File: src/rtl/regfile_sb.sv
// Register file with two combinational read ports, one write-back port and an
// integrated busy-bit scoreboard for decode/write-back hazard detection.
module regfile_sb #(
  parameter int DATA_W   = 32,
  parameter int ADDR_W   = 5,
  parameter int NUM_REGS = 32,
  parameter int ZERO_REG = 1,
  parameter int BYPASS   = 1
) (
  input  logic              clk,
  input  logic              rst,
  input  logic              write_back_en,
  input  logic [ADDR_W-1:0] write_back_reg,
  input  logic [DATA_W-1:0] write_back,
  input  logic [ADDR_W-1:0] a_reg,
  input  logic [ADDR_W-1:0] b_reg,
  output logic [DATA_W-1:0] a,
  output logic [DATA_W-1:0] b,
  output logic              a_busy,
  output logic              b_busy,
  input  logic              issue_en,
  input  logic [ADDR_W-1:0] issue_reg,
  output logic              issue_ok,
  output logic [ADDR_W:0]   busy_count,
  output logic              waw_err
);

  // Storage spans the full index space; entries outside NUM_REGS are never
  // written and stay zero, so any index can be looked up without a range check.
  localparam int DEPTH = 1 << ADDR_W;

  logic [DATA_W-1:0] regs [DEPTH];
  logic [DEPTH-1:0]  busy;

  logic a_ok, b_ok, wb_ok, issue_valid;
  logic a_fwd, b_fwd;
  logic issue_hit, set, inc, dec;

  function automatic logic valid_idx(input logic [ADDR_W-1:0] idx);
    valid_idx = ({1'b0, idx} < (ADDR_W+1)'(NUM_REGS)) &&
                !((ZERO_REG != 0) && (idx == '0));
  endfunction

  always_comb begin
    a_ok        = valid_idx(a_reg);
    b_ok        = valid_idx(b_reg);
    wb_ok       = write_back_en && valid_idx(write_back_reg);
    issue_valid = valid_idx(issue_reg);
    a_fwd       = (BYPASS != 0) && wb_ok && (write_back_reg == a_reg);
    b_fwd       = (BYPASS != 0) && wb_ok && (write_back_reg == b_reg);
  end

  always_comb begin
    a      = '0;
    b      = '0;
    a_busy = 1'b0;
    b_busy = 1'b0;
    if (a_ok) begin
      a      = a_fwd ? write_back : regs[a_reg];
      a_busy = busy[a_reg] && !a_fwd;
    end
    if (b_ok) begin
      b      = b_fwd ? write_back : regs[b_reg];
      b_busy = busy[b_reg] && !b_fwd;
    end
  end

  // A register being cleared this cycle may be re-issued on the same edge.
  always_comb begin
    issue_hit = write_back_en && (write_back_reg == issue_reg);
    issue_ok  = !busy[issue_reg] || issue_hit;
    set       = issue_en && issue_ok && issue_valid;
    inc       = set && !busy[issue_reg];
    dec       = wb_ok && busy[write_back_reg] &&
                !(set && (issue_reg == write_back_reg));
  end

  always_ff @(posedge clk or posedge rst) begin
    if (rst) begin
      for (int i = 0; i < DEPTH; i++) regs[i] <= '0;
    end else if (wb_ok) begin
      regs[write_back_reg] <= write_back;
    end
  end

  // Set is applied after clear so that a same-index set wins.
  always_ff @(posedge clk or posedge rst) begin
    if (rst) begin
      busy <= '0;
    end else begin
      if (wb_ok) busy[write_back_reg] <= 1'b0;
      if (set)   busy[issue_reg]      <= 1'b1;
    end
  end

  always_ff @(posedge clk or posedge rst) begin
    if (rst) begin
      busy_count <= '0;
    end else if (inc && !dec) begin
      busy_count <= busy_count + (ADDR_W+1)'(1);
    end else if (dec && !inc) begin
      busy_count <= busy_count - (ADDR_W+1)'(1);
    end
  end

  always_ff @(posedge clk or posedge rst) begin
    if (rst) begin
      waw_err <= 1'b0;
    end else if (issue_en && !issue_ok) begin
      waw_err <= 1'b1;
    end
  end

endmodule

File: config.mk
export PLATFORM = sky130hd
export DESIGN_NAME = regfile_sb
export DESIGN_NICKNAME = d
export VERILOG_FILES = /design/src/rtl/regfile_sb.sv
export SDC_FILE = /design/constraint.sdc
export NUM_CORES = 2
export LEC_CHECK = 0
export BUFFER_PORTS_ARGS = -buffer_cell sky130_fd_sc_hd__buf_2
export CAP_MARGIN = 10
export CORE_MARGIN = 3
export CORE_UTILIZATION = 40
export DETAILED_ROUTE_END_ITERATION = 6
export PLACE_DENSITY = 0.56
export RECOVER_POWER = 25
export SLEW_MARGIN = 25
export SYNTH_ARGS = -nofsm -noshare
export SYNTH_HDL_FRONTEND = slang
export SYNTH_SLANG_ARGS = --single-unit
File: constraint.sdc
create_clock -name clk -period 42.1 [get_ports clk]
set_clock_uncertainty 0.1 [all_clocks]
set_input_delay 0 -clock clk [delete_from_list [all_inputs] [get_ports clk]]
set_output_delay 0 -clock clk [all_outputs]
set_load 0.1 [all_outputs]
==> summary.txt <==
Synth
  – Yosys top cell by area: dfrtp_1
  – Mean Syn Cell Area: 13.6 um^2
  – Ys async rst share: 1.00
  – Count of cell types in the netlist: 67
  – Yosys reg bits: 1063
  – Mapped Nets: 4375
  – EDFF count, synth: 0
  – Most common flop cell mapped by yosys: dfrtp_1
  – Most common cell in the netlist: dfrtp_1
  – Area fraction of the dominant cell type after synthesis: 0.453
  – Synthesized instance count: 4312
  – Yosys warns: 0
  – Sequential element share of the synthesized area: 0.453
  – Post-Syn Area: 58800 um^2
  – Synth cell count leaders: dfrtp_1, mux2_2, mux2i_1, mux4_2, mux2_1
  – Area contributors post-synth: dfrtp_1, mux2_2, mux4_2

Global route
  – Gr usage total: 0.266
  – Largest net degree at the start of global routing: 155
  – Met1 usage: 0.370
  – Grt total ovfl: 0
  – Initial antenna violation count: 5
  – First-pass GRT wire length: 294 mm
  – Grt met3 use: 0.0506
  – Busiest layer in global routing: met2
  – Number of global-route vias before repair: 40476
  – M2 GR Usage: 0.415

Clocking
  – Post-CTS setup buffer count: 0
  – Skew-Pair Late Insertion Delay: 0.75 ns
  – H-tree depth: 3
  – TritonCTS Buffers: 116
  – CTS Sinks: 1063
  – Clk slew on worst S/H paths: 0.06 ns
  – CTS tree: yes
  – CTS resizes: 0
  – Clock buffer depth: 3
  – CTS root buf: clkbuf_16

Floorplan
  – Die Footprint: 152000 um^2
  – # IOs: 130
  – Site Rows: 140
  – Starting density of the core: 0.403
  – Core Area: 146000 um^2
  – Die height: 389 um
  – Chip width: 389 um

Worst hold path
  – Min-delay src: write_back_reg[4]
  – Hold WC Path Type: in -> reg

Flow run
  – Max Cap Viol: 19

Route
  – Overall routed net length: 203 mm
  – DR iter-0 viols: 4156
  – Final ANT Viol Nets: 0
  – Drt pass-1 iters: 6
  – Vias per cell: 6.44
  – DRC: 0
  – WL/cell: 32.6 um
  – Via count: 40012

Layout
  – Layout cells sized above 1: 0.359
  – Area growth, synth to finish: 10.2%
  – Non-Filler Instances: 6214
  – Register area: 26600 um^2
  – Multi-input gate area in the final layout: 29900 um^2
  – Layout fillers: 13270
  – Nets: 4261

Setup path
  – R2R setup slack: 38.53 ns
  – Crit path launch: rst
  – WP data required: 40.98 ns
  – Reg-to-Reg Start: busy[30]
  – R2R depth: 14
  – WS Path Type: in -> async
  – CP arrival: 10.05 ns
  – Crit. End Element: asynchronous set/reset pin
  – Worst r2r dst: busy_count[5]
  – CP max FO: 140
  – Worst Setup EP: regs[718]
  – Worst setup SP type: input port

Pwr
  – Max IR drop VDD: 0.0554 mV
  – P_leak: 28.4 nW
  – Power per cell area: 49.2 nW/um^2

Timing
  – Setup-failing EPs final: 0
  – Total negative setup slack: 0 ns
  – Rel. slew slack: -4.02
  – RSZ-0062 raised after global routing: no
  – Minimum clock period: 11.17 ns
  – Final hold vios: 0
  – Fin. max-slew vios: 663
  – Tcrit/Tclk final: 0.265
  – Slew @ Worst Pin: 7.53 ns
  – Max Freq: 89.5 MHz

Run status
  – Failing checks: capacitance limit, slew limit
  – Status: complete, but fails checks

Placed design
  – Placer Congestion: 0.790
  – Post-DP HPWL: 107 mm
  – PortBufs: 129
  – Inst Count DP: 5949
sequential cells by signal, indices dropped and copies added (netlist names):
name	cells
waw_err	1
busy	32
regs	1024
busy_count	6
what timing repair did:
item	CTS	global route
hold endpoints to repair	1148	0
setup endpoints to repair	0	0
hold buffers	46	0
critical path, stage by stage:
cell and delay (ns):
dlygate4sd3_1 0.52, buf_2 0.12, dlygate4sd3_1 0.55, clkinvlp_2 3.15, clkbuf_1 5.38
how the worst min path moves through the flow:
| stage | slack [ns] | endpoint | cells after the start |
|---|---|---|---|
| 6_report | 0.005 | busy[26] | 5 |
| 5_1_grt | 0.06 | busy[26] | 5 |
| 4_1_cts | 0.03 | busy[26] | 4 |
| 3_5_place_dp | 0.16 | regs[422] | 2 |
| 3_3_place_gp | 0.16 | regs[422] | 2 |
| 2_1_floorplan | 0.03 | regs[288] | 1 |
cells by family after synthesis:
kind of cell	share of synthesized area
XOR/XNOR	0.00298
flip-flops	0.453
buffers and inverters	0.0421
AO/OA/AOI/OAI	0.0765
multiplexers	0.398
AND/OR/NAND/NOR	0.0262
adder cells (fa/ha/maj)	0.00162
power by group:
group / internal, mW / switching (mW)
combinational: 0.357 / 0.395
sequential: 1.22 / 0.149
clock: 0.616 / 0.445
area by class of cell:
class / instances / share of cell area
Tap cell: 1917 / 0.0370
Clock inverter: 49 / 0.00806
Multi-Input combinational cell: 2738 / 0.462
Inverter: 24 / 0.00149
Sequential cell: 1063 / 0.411
Antenna cell: 2 / 0.0000773
Timing Repair Buffer: 255 / 0.0282
Clock buffer: 166 / 0.0527
placed cells by master, fill, tap and decap left out, types with 81 or more instances in the layout:
cell type / Yosys / final
a221oi_1: 162 / 162
a22oi_1: 81 / 81
buf_2: 109 / 113
clkbuf_16: 0 / 118
dfrtp_1: 1063 / 1063
mux2_1: 234 / 234
mux2_2: 763 / 763
mux2i_1: 442 / 442
mux4_2: 344 / 344
nand2_1: 110 / 98
nor2_1: 115 / 110
metrics by stage:
step	utilization	power [mW]	hold slack (ns)	setup WS, ns	cell area, um^2
after floorplan	-	1.95	0.0347	12.08	58800
after global placement	0.415	2.11	0.158	36.90	60400
after detailed placement	0.415	2.13	0.161	36.89	60500
after CTS	0.445	3.20	0.0337	36.66	64900
after global routing	0.444	3.32	0.0559	28.87	64800
final	0.444	3.18	0.00484	30.93	64800
layer usage:
metal,vias up,part of all wire
met3,385,0.072
met4,4,0.040
met2,1572,0.46
li1,16405,-
met1,21646,0.43
met5,-,0.00010
Note: power is estimated with default switching activity, not from simulation.
